**config.mk**
```make
export PLATFORM = sky130hd
export DESIGN_NAME = add_err_monitor
export DESIGN_NICKNAME = d
export VERILOG_FILES = /design/src/rtl/add_err_monitor.sv
export SDC_FILE = /design/constraint.sdc
export NUM_CORES = 1
export LEC_CHECK = 0
export CAP_MARGIN = 0
export CORE_MARGIN = 2
export CORE_UTILIZATION = 55
export DETAILED_ROUTE_END_ITERATION = 12
export GPL_TIMING_DRIVEN = 0
export PLACE_DENSITY = 0.85
export SETUP_SLACK_MARGIN = 0.4
export SLEW_MARGIN = 20
export SYNTH_ARGS = -nofsm -noshare
export SYNTH_HDL_FRONTEND = slang
export SYNTH_SLANG_ARGS = --single-unit
```
**constraint.sdc**
```tcl
create_clock -name clk -period 4.6 [get_ports clk]
set_input_delay 0.92 -clock clk [delete_from_list [all_inputs] [get_ports clk]]
set_output_delay 0.92 -clock clk [all_outputs]
set_load 0.01 [all_outputs]
```
**src/rtl/add_err_monitor.sv**
```systemverilog
// add_err_monitor: windowed error metrics for an approximate adder (count, errors, sum/max |err|); define ADD_ERR_MONITOR_SQ_EN to add sum_sq_err
module add_err_monitor #(
  parameter int WIDTH = 8,
  parameter int CNT_W = 16,
  parameter int ACC_W = 32
) (
  input  logic               clk,
  input  logic               rst_n,
  input  logic               start,
  input  logic               clear,
  input  logic [CNT_W-1:0]   cfg_num,
  input  logic               in_valid,
  output logic               in_ready,
  input  logic [WIDTH-1:0]   in_a,
  input  logic [WIDTH-1:0]   in_b,
  input  logic [WIDTH:0]     in_o,
  output logic               busy,
  output logic               done,
  output logic [CNT_W-1:0]   sample_count,
  output logic [CNT_W-1:0]   err_count,
  output logic [ACC_W-1:0]   sum_abs_err,
  output logic [WIDTH:0]     max_err,
  output logic               sat,
  output logic [2*ACC_W-1:0] sum_sq_err
);
  localparam int SA = (ACC_W > WIDTH + 1 ? ACC_W : WIDTH + 1) + 1;
  typedef enum logic [1:0] {IDLE, RUN, DRAIN, DONE} state_t;
  state_t state, state_nx;
  logic [CNT_W-1:0] target, accepted;
  logic v1;
  logic [WIDTH:0] err1, exact, err;
  logic signed [WIDTH+1:0] diff, mag;
  logic [SA-1:0] sa_sum;
  logic accept, last, go, zero, sa_ovf, sq_ovf;
  assign accept = in_valid && in_ready;
  assign last = accept && ((accepted + CNT_W'(1)) == target);
  assign go = start && (state == IDLE || (state == DONE && !clear));
  assign zero = go || (state == DONE && clear);
  assign exact = {1'b0, in_a} + {1'b0, in_b};
  assign diff = $signed({1'b0, in_o}) - $signed({1'b0, exact});
  assign mag = diff[WIDTH+1] ? -diff : diff;
  assign err = mag[WIDTH:0];
  assign sa_sum = SA'(sum_abs_err) + SA'(err1);
  assign sa_ovf = |sa_sum[SA-1:ACC_W];
  always_ff @(posedge clk or negedge rst_n)
    if (!rst_n) state <= IDLE;
    else state <= state_nx;
  always_comb begin
    state_nx = state;
    case (state)
      IDLE:    state_nx = start ? (cfg_num == '0 ? DONE : RUN) : IDLE;
      RUN:     state_nx = last ? DRAIN : RUN;
      DRAIN:   state_nx = v1 ? DRAIN : DONE;
      DONE:    state_nx = clear ? IDLE : start ? (cfg_num == '0 ? DONE : RUN) : DONE;
      default: state_nx = IDLE;
    endcase
  end
  always_comb begin
    in_ready = state == RUN;
    busy = state == RUN || state == DRAIN;
    done = state == DONE;
  end
  always_ff @(posedge clk or negedge rst_n)
    if (!rst_n) begin
      target <= '0;
      accepted <= '0;
      v1 <= 1'b0;
      err1 <= '0;
    end else begin
      v1 <= accept;
      if (accept) begin
        err1 <= err;
        accepted <= accepted + CNT_W'(1);
      end
      if (go) begin
        target <= cfg_num;
        accepted <= '0;
      end
    end
  always_ff @(posedge clk or negedge rst_n)
    if (!rst_n) begin
      sample_count <= '0;
      err_count <= '0;
      sum_abs_err <= '0;
      max_err <= '0;
      sat <= 1'b0;
    end else if (zero) begin
      sample_count <= '0;
      err_count <= '0;
      sum_abs_err <= '0;
      max_err <= '0;
      sat <= 1'b0;
    end else if (v1) begin
      sample_count <= sample_count + CNT_W'(1);
      err_count <= err_count + CNT_W'(err1 != '0);
      sum_abs_err <= sa_ovf ? '1 : sa_sum[ACC_W-1:0];
      max_err <= err1 > max_err ? err1 : max_err;
      sat <= sat | sa_ovf | sq_ovf;
    end
`ifdef ADD_ERR_MONITOR_SQ_EN
  localparam int SQ = (2*ACC_W > 2*WIDTH + 2 ? 2*ACC_W : 2*WIDTH + 2) + 1;
  logic [2*WIDTH+1:0] sq;
  logic [SQ-1:0] sq_sum;
  assign sq = {{(WIDTH+1){1'b0}}, err1} * {{(WIDTH+1){1'b0}}, err1};
  assign sq_sum = SQ'(sum_sq_err) + SQ'(sq);
  assign sq_ovf = |sq_sum[SQ-1:2*ACC_W];
  always_ff @(posedge clk or negedge rst_n)
    if (!rst_n) sum_sq_err <= '0;
    else if (zero) sum_sq_err <= '0;
    else if (v1) sum_sq_err <= sq_ovf ? '1 : sq_sum[2*ACC_W-1:0];
`else
  assign sq_ovf = 1'b0;
  assign sum_sq_err = '0;
`endif
endmodule
```
After elaboration in Yosys (flattened, before gate mapping)
Cells that the tools add are included.
W data, S select, Z words.
- add/subtract/negate cells: 7
- $lt $le $gt $ge: 1
- equal/unequal tests: 4
- muxes and demuxes: 22
- bitwise logic cells: 1
- reduce and logical (&&, ||, !) cells: 16
- operator list (cell ; count):
    $mux W16 ; 6
    $mux W32 ; 3
    $mux W9 ; 4
    $add A32 B9 Y33 ; 1
    $add A16 B1 Y16 const B ; 2
    $add A16 B1 Y16 ; 1
    $eq A16 B16 Y1 ; 1
    $logic_not A16 Y1 ; 1
    $mux W2 ; 5
    $sub A9 B9 Y10 ; 1
    $add A8 B8 Y9 ; 1
    $gt A9 B9 Y1 ; 1
    $neg A9 Y9 ; 1
    $reduce_bool A9 Y1 ; 1
    $pmux W2 S4 ; 1
    $reduce_bool A2 Y1 ; 3
    $logic_and A1 B1 Y1 ; 5
    $eq A2 B2 Y1 const B ; 2
    $logic_or A1 B1 Y1 ; 3
    $mux W1 ; 3
    $eq A2 B1 Y1 const B ; 1
    $logic_not A2 Y1 ; 1
    $reduce_and A2 Y1 ; 1
    $logic_not A1 Y1 ; 1
    $or A1 B1 Y1 ; 1
- flip-flop bits (word level): 118
- bits of input ports: 46
- word-level logic and storage cells: 61

Depth between registers and ports, before layout
Gate-level depths: netlist (run 1).
- depth in word-level cells: 7
- gate-level depth with buffers: 13
- mapped depth without buffers: 13

Worst setup path after synthesis (run 1)
No wires, ideal clock.
- path type: in2reg
- start: input port in_a[0]
- end: register err1[8]
- data arrival time: 3.429 ns
- data required time: 4.475 ns
- path slack: 1.046 ns
- cell stages on the path: 11
- cell sequence: fa_1 -> ha_1 -> nor2_1 -> fa_1 -> nor2b_1 -> o21ai_0 -> a21boi_0 -> a211oi_1 -> a311o_1 -> xnor2_1 -> mux2_2
- cells in the longest elaborated chain, start to end: 4
- RTL lines (item ; RTL line ; text):
    from (decl) ; 14 ; input logic [WIDTH-1:0] in_a,
    $add A8 B8 Y9 * ; 39 ; assign exact = {1'b0, in_a} + {1'b0, in_b};
    $sub A9 B9 Y10 * ; 40 ; assign diff = $signed({1'b0, in_o}) - $signed({1'b0, exact});
    $neg A9 Y9 ; 41 ; assign mag = diff[WIDTH+1] ? -diff : diff;
    $mux W9 * ; 41 ;
    to (signal assigned) ; 72 ; err1 <= err;
    to (decl) ; 31 ; logic [WIDTH:0] err1, exact, err;
Every way passes the cells marked *; elsewhere a longest branch is shown, timed or not.
A chain may end at the register's enable or synchronous reset.

Worst setup path in the final report (run 1)
- start: input port in_o[0]
- end: register err1[8]
- cells in the longest elaborated chain, start to end: 3
- RTL lines (item ; RTL line ; text):
    from (decl) ; 16 ; input logic [WIDTH:0] in_o,
    $sub A9 B9 Y10 * ; 40 ;
    $neg A9 Y9 ; 41 ;
    $mux W9 * ; 41 ;
Marked as above.

==> impl_metrics.py, run 1 <==
metrics = {
    "status": {
        "outcome": "finished, final reports clean",
    },
    "route": {
        "drc": 0,
        "first_pass_iters": 5,
        "antenna_left": 0,
        "num_vias": 6595,
        "finalWirelength_um": 18400,
        "drtIter0Drc": 390,
        "vias_per_cell": 5.27,
        "post_drt_wl_per_cell_um": 14.7,
    },
    "die": {
        "ios": 187,
        "die_y_um": 123,
        "core_sq_um": 13900,
        "die_x_um": 123,
        "start_util": 0.565,
        "die_area_sq_um": 15200,
        "rows": 43,
    },
    "global_routing": {
        "grt_usage": 0.253,
        "grt_pass1_vias": 6336,
        "grt_pass1_wl_um": 30300,
        "grt_max_degree": 69,
        "antenna_found_initial": 0,
        "grt-ovfl-total": 0,
    },
    "setup_path": {
        "cp_max_fo": 3,
        "worst_setup_path_end_kind": "flop",
        "critPathKind": "input port to flop",
        "crit_required_ns": 4.91,
        "crit_path_start_kind": "input port",
        "arrival_ns": 4.16,
    },
    "placed_design": {
        "dp_hpwl_um": 13400,
        "place_area_sq_um": 9550,
        "portBuffers": 122,
        "place_ws_ns": 0.357,
        "gp_congestion": 0.879,
        "dp_cells": 1219,
    },
    "layout": {
        "nets": 1152,
        "fin_area_sq_um": 10200,
        "stdcell_count": 1251,
        "final_cell_mix": "clkdlybuf4s50_1, dfrtp_1, nor2_1",
        "final_common_cell": "clkdlybuf4s50_1",
        "syn2layout_area_growth_pct": 30.1,
        "diodes": 0,
        "drive_gt1_frac": 0.129,
        "fillCellCount": 994,
        "utilization": 0.734,
    },
    "cts": {
        "cts-root-buf": "clkbuf_16",
        "cts_buffer_depth": 2,
        "cts_tree": "done",
        "clkLatencyLatePin_ns": 0.42,
        "post_cts_buffers": 0,
        "cts_made_buffers": 17,
        "clk_pin_slew_ns": 0.06,
        "cts.sinks": 118,
        "cts-hold-fix-buffers": 0,
        "cts_resized": 0,
        "h-tree-depth": 4,
    },
    "timing": {
        "fin_setup_tns_ns": 0,
        "timing.final.max_slew_violations": 0,
        "period_share": 0.838,
        "fin_hold_ws_ns": 0.499,
        "worst_pin_slew_ns": 0.727,
        "fin_worst_skew_ns": 0.00833,
        "hold_viol": 0,
        "relSlewSlack": 0.515,
        "min_period_ns": 3.85,
        "fin_ws_ns": 0.746,
        "rsz0062_at_grt": "no",
        "timing.fmax_mhz": 259,
        "setup_viol": 0,
    },
    "synthesis": {
        "synthMuxAreaShare": 0.0538,
        "synth.top_cell.area_share": 0.377,
        "synth_edf_count": 0,
        "synth_area_leaders": "dfrtp_1, buf_4, xnor2_1, ha_1, xor2_1",
        "synthXorXnorAreaFrac": 0.107,
        "synth_top_family_by_area": "simple AND/OR/NAND/NOR gates",
        "syn_area_per_cell_sq_um": 9.19,
        "ys_warn_count": 0,
        "ys_seq_area_frac": 0.377,
        "synth-simple-area-share": 0.175,
        "netlist_area_sq_um": 7840,
        "async_flop_share": 1.00,
        "syn_inst": 853,
        "synth_adder_area_share": 0.0853,
        "synth_cell_types": 57,
        "synth_compound_area_frac": 0.100,
        "synth-seq-cells": 118,
        "ys.flop_type": "dfrtp_1",
        "synth_top_area_cell": "dfrtp_1",
    },
    "power_and_ir_drop": {
        "p_leak_nw": 4.69,
        "power.total_mw": 5.14,
        "powerDensity_nw_per_um2": 504,
        "ir_drop_mv": 0.352,
    },
    "min_path": {
        "hold_path.class": "input port to async pin",
    },
    "run": {
        "drv_cap": 0,
    },
}
## worst paths after layout
| check | end | startpoint | cells after the start | slack (ns) |
|---|---|---|---|---|
| setup reg to reg | sum_abs_err[31]$_DFFE_PN0P_ | err1[0]$_DFFE_PN0P_ | 11 | 1.50 |
| hold / removal | sum_abs_err[27]$_DFFE_PN0P_ | rst_n | 1 | 0.50 |
| min in group clk | target[10]$_DFFE_PN0P_ | target[10]$_DFFE_PN0P_ | 1 | 0.53 |
| hold reg to reg | target[10]$_DFFE_PN0P_ | target[10]$_DFFE_PN0P_ | 1 | 0.53 |
| max in group asynchronous | target[3]$_DFFE_PN0P_ | rst_n | 2 | 3.42 |
| setup / recovery | err1[8]$_DFFE_PN0P_ | in_o[0] | 14 | 0.75 |
## per-layer routing
layer,global-route usage,share of wire
met5,0,0
met3,0.0530,0.060
met2,0.440,0.51
met1,0.311,0.42
met4,0.0895,0.016
## critical path, cell delays in order
cell             delay (ns)
clkdlybuf4s50_1        0.45
inv_1                  0.05
fa_1                   0.47
inv_1                  0.08
ha_1                   0.16
nor2_1                 0.06
fa_1                   0.39
nor2b_1                0.20
o21ai_0                0.17
a21boi_0               0.30
a211oi_1               0.15
a311o_1                0.38
xnor2_1                0.13
mux2_2                 0.26
## logic make-up (layout without fill, tap and decap cells)
kind of cell,Yosys count,after routing
DFF,118,118
adders and majority gates,48,48
muxes,40,40
buffers and inverters,141,296
and+or+nand+nor,278,278
AOI/OAI and AO/OA,131,131
xor gates and xnor gates,96,96
other,1,64
## state kept, by name (all words and copies together), names as in the netlist
name / flops
sat: 1
sum_abs_err: 32
err_count: 16
max_err: 9
err1: 9
sample_count: 16
accepted: 16
v1: 1
target: 16
state: 2
## cell usage after synthesis (5+ instances only)
library cell,count
mux2i_1,23
nor2_1,86
nand4_1,17
buf_4,67
or3_1,11
fa_1,9
buf_2,9
nand2_1,51
dfrtp_1,118
xnor2_1,56
nor2b_1,6
and3_1,15
xor2_1,40
mux2_2,17
nor3_1,33
inv_1,42
a21o_1,7
nor4_1,11
nand3_1,28
o21ai_0,58
ha_1,39
clkbuf_1,19
a31oi_1,5
a21oi_1,30
## power by group
part	switching (mW)	leakage (nW)	total (mW)	internal [mW]
sequential	0.257	1.56	1.53	1.27
combinational	1.13	2.82	2.15	1.02
clock	0.487	0.307	1.46	0.975
## cell type report
| type | instances | area (sq um) | share of cell area |
|---|---|---|---|
| Sequential cell | 118 | 2950 | 0.290 |
| Buffer | 98 | 631 | 0.0619 |
| Inverter | 43 | 161 | 0.0158 |
| Tap cell | 180 | 225 | 0.0221 |
| Clock inverter | 12 | 200 | 0.0196 |
| Timing Repair Buffer | 123 | 1250 | 0.123 |
| Multi-Input combinational cell | 657 | 4330 | 0.425 |
| Clock buffer | 20 | 447 | 0.0438 |
Note: power is estimated with default switching activity, not from simulation.
==> inputs of run 2 (changes only) <==
--- a/config.mk
+++ b/config.mk
@@ -7,10 +7,10 @@
 export LEC_CHECK = 0
 export CAP_MARGIN = 0
 export CORE_MARGIN = 2
-export CORE_UTILIZATION = 55
+export CORE_UTILIZATION = 51
 export DETAILED_ROUTE_END_ITERATION = 12
 export GPL_TIMING_DRIVEN = 0
-export PLACE_DENSITY = 0.85
+export PLACE_DENSITY = 0.8
 export SETUP_SLACK_MARGIN = 0.4
 export SLEW_MARGIN = 20
 export SYNTH_ARGS = -nofsm -noshare
==> constraint.sdc (replaced) <==
create_clock -name clk -period 3.85 [get_ports clk]
set_input_delay 0.77 -clock clk [delete_from_list [all_inputs] [get_ports clk]]
set_output_delay 0.77 -clock clk [all_outputs]
set_load 0.01 [all_outputs]
==> run 2 against run 1 <==
Effect of this change:
- flip-flop and latch count unchanged
- core utilization is 4.7 points lower
- combinational power increased by 26%
- cell count up 1.6%
- sequential power grew 20%
- hold slack got worse by 0.18 ns
==> impl_metrics.py, run 2 (synthesis gave the netlist of run 1 again) <==
metrics = {
    "placed_design": {
        "place_area_sq_um": 9560,
        "gp_congestion": 0.867,
        "dp_hpwl_um": 13200,
        "place_ws_ns": -0.298,
        "portBuffers": 122,
    },
    "timing": {
        "timing.final.max_slew_violations": 0,
        "fin_ws_ns": 0.466,
        "setup_viol": 0,
        "worst_pin_slew_ns": 0.690,
        "fin_worst_skew_ns": 0.00714,
        "min_period_ns": 3.38,
        "relSlewSlack": 0.540,
        "hold_viol": 0,
        "timing.fmax_mhz": 295,
        "rsz0062_at_grt": "no",
        "period_share": 0.879,
        "fin_hold_ws_ns": 0.322,
    },
    "route": {
        "antenna_left": 0,
        "finalWirelength_um": 18100,
        "drc": 0,
        "first_pass_iters": 4,
        "vias_per_cell": 5.22,
        "num_vias": 6636,
        "drtIter0Drc": 267,
        "post_drt_wl_per_cell_um": 14.3,
    },
    "cts": {
        "cts_tree": "done",
        "cts.sinks": 118,
        "cts-hold-fix-buffers": 0,
        "clkLatencyLatePin_ns": 0.42,
        "cts_made_buffers": 17,
        "cts_buffer_depth": 2,
        "cts-root-buf": "clkbuf_16",
        "h-tree-depth": 4,
        "clk_pin_slew_ns": 0.05,
    },
    "power_and_ir_drop": {
        "clockPowerShare": 0.250,
        "pwr-share-seq": 0.302,
        "ir_drop_mv": 0.391,
        "switching_share": 0.370,
        "switching_power_mw": 2.23,
        "p_leak_nw": 4.78,
        "powerDensity_nw_per_um2": 582,
        "combPwrFrac": 0.448,
        "p_int_mw": 3.80,
    },
    "die": {
        "die_y_um": 128,
        "ios": 187,
        "core_sq_um": 15100,
        "die_x_um": 128,
        "start_util": 0.519,
        "die_area_sq_um": 16400,
        "rows": 45,
    },
    "setup_path": {
        "crit_path_start_kind": "input port",
        "arrival_ns": 3.68,
        "cp_max_fo": 7,
        "critPathKind": "input port to flop",
        "worst_setup_path_end_kind": "flop",
        "r2r_setup_slack_ns": 0.89,
        "crit_required_ns": 4.15,
    },
    "global_routing": {
        "grt_pass1_wl_um": 29900,
        "grt_pass1_vias": 6246,
        "grt-ovfl-total": 0,
        "grt_usage": 0.228,
        "antenna_found_initial": 0,
        "grt_max_degree": 64,
    },
    "layout": {
        "largest_reg_flops": 32,
        "final_common_cell": "dfrtp_1",
        "nets": 1165,
        "syn2layout_area_growth_pct": 32.4,
        "fillCellCount": 1202,
        "fin_area_sq_um": 10400,
        "final_cell_mix": "dfrtp_1, clkdlybuf4s50_1, nor2_1",
        "top_register": "sum_abs_err",
        "drive_gt1_frac": 0.156,
        "diodes": 0,
    },
    "min_path": {
        "hold_path.class": "input port to async pin",
    },
    "status": {
        "outcome": "finished, final reports clean",
    },
    "run": {
        "drv_cap": 0,
    },
}
## run 2: critical path: stages
cell and delay [ns]:
clkdlybuf4s50_1 0.45, inv_1 0.05, fa_1 0.50, ha_4 0.21
or2_2 0.29, o22a_1 0.22, a32oi_2 0.28, a211oi_2 0.12
a311o_1 0.38, xnor2_1 0.14, mux2_4 0.27
## run 2: power groups by stage
stage               combinational (mW)  clock, mW  sequential, mW
finish                            2.70       1.51            1.83
global route                      3.02       1.58            1.87
CTS                               2.64       1.52            1.83
detailed placement                2.57          0            1.84
global placement                  2.50          0            1.83
floorplan                         1.78          0            1.79
## run 2: cell type report
class / count / area, sq um / area share
flip-flops and latches: 118 / 2950 / 0.285
multi-input cells: 657 / 4480 / 0.431
plain buffers: 98 / 647 / 0.0623
repair buffers: 136 / 1350 / 0.130
well taps: 188 / 235 / 0.0227
clock buffers: 27 / 483 / 0.0465
inverters: 43 / 161 / 0.0156
clock inverters: 4 / 70.1 / 0.00675
## run 2: metrics by stage
step	TNS (ns)	util	std cells	power (mW)
after CTS	0	0.678	1264	5.99
after global placement	-296.47	0.632	1226	4.33
final	0	0.688	1271	6.03
after floorplan	0	-	916	3.57
after detailed placement	-0.517	0.633	1227	4.41
after global routing	0	0.688	1271	6.46
## run 2: worst paths after layout
check / startpoint / end / depth (start not counted)
worst max-delay path: in_b[3] / err1[8]$_DFFE_PN0P_ / 11
worst min-delay path: rst_n / err_count[14]$_DFFE_PN0P_ / 1
worst max register to register: err1[0]$_DFFE_PN0P_ / sum_abs_err[6]$_DFFE_PN0P_ / 11
worst min register to register: target[14]$_DFFE_PN0P_ / target[14]$_DFFE_PN0P_ / 1
max in group asynchronous: rst_n / target[15]$_DFFE_PN0P_ / 2
min in group clk: target[14]$_DFFE_PN0P_ / target[14]$_DFFE_PN0P_ / 1
## run 2: layer usage
layer / global-route usage / vias up / wire length [um]
met1: 0.283 / 3192 / 7790
met3: 0.0597 / 22 / 946
met5: 0 / - / 0
met4: 0.0679 / 0 / 255
met2: 0.392 / 179 / 9130
li1: - / 3243 / -
## run 2: what timing repair did
item                       CTS  global route
pin swaps                   11            19
resized for setup           21            30
gates cloned                 0             1
setup endpoints to repair    3             4
setup buffers                6             6
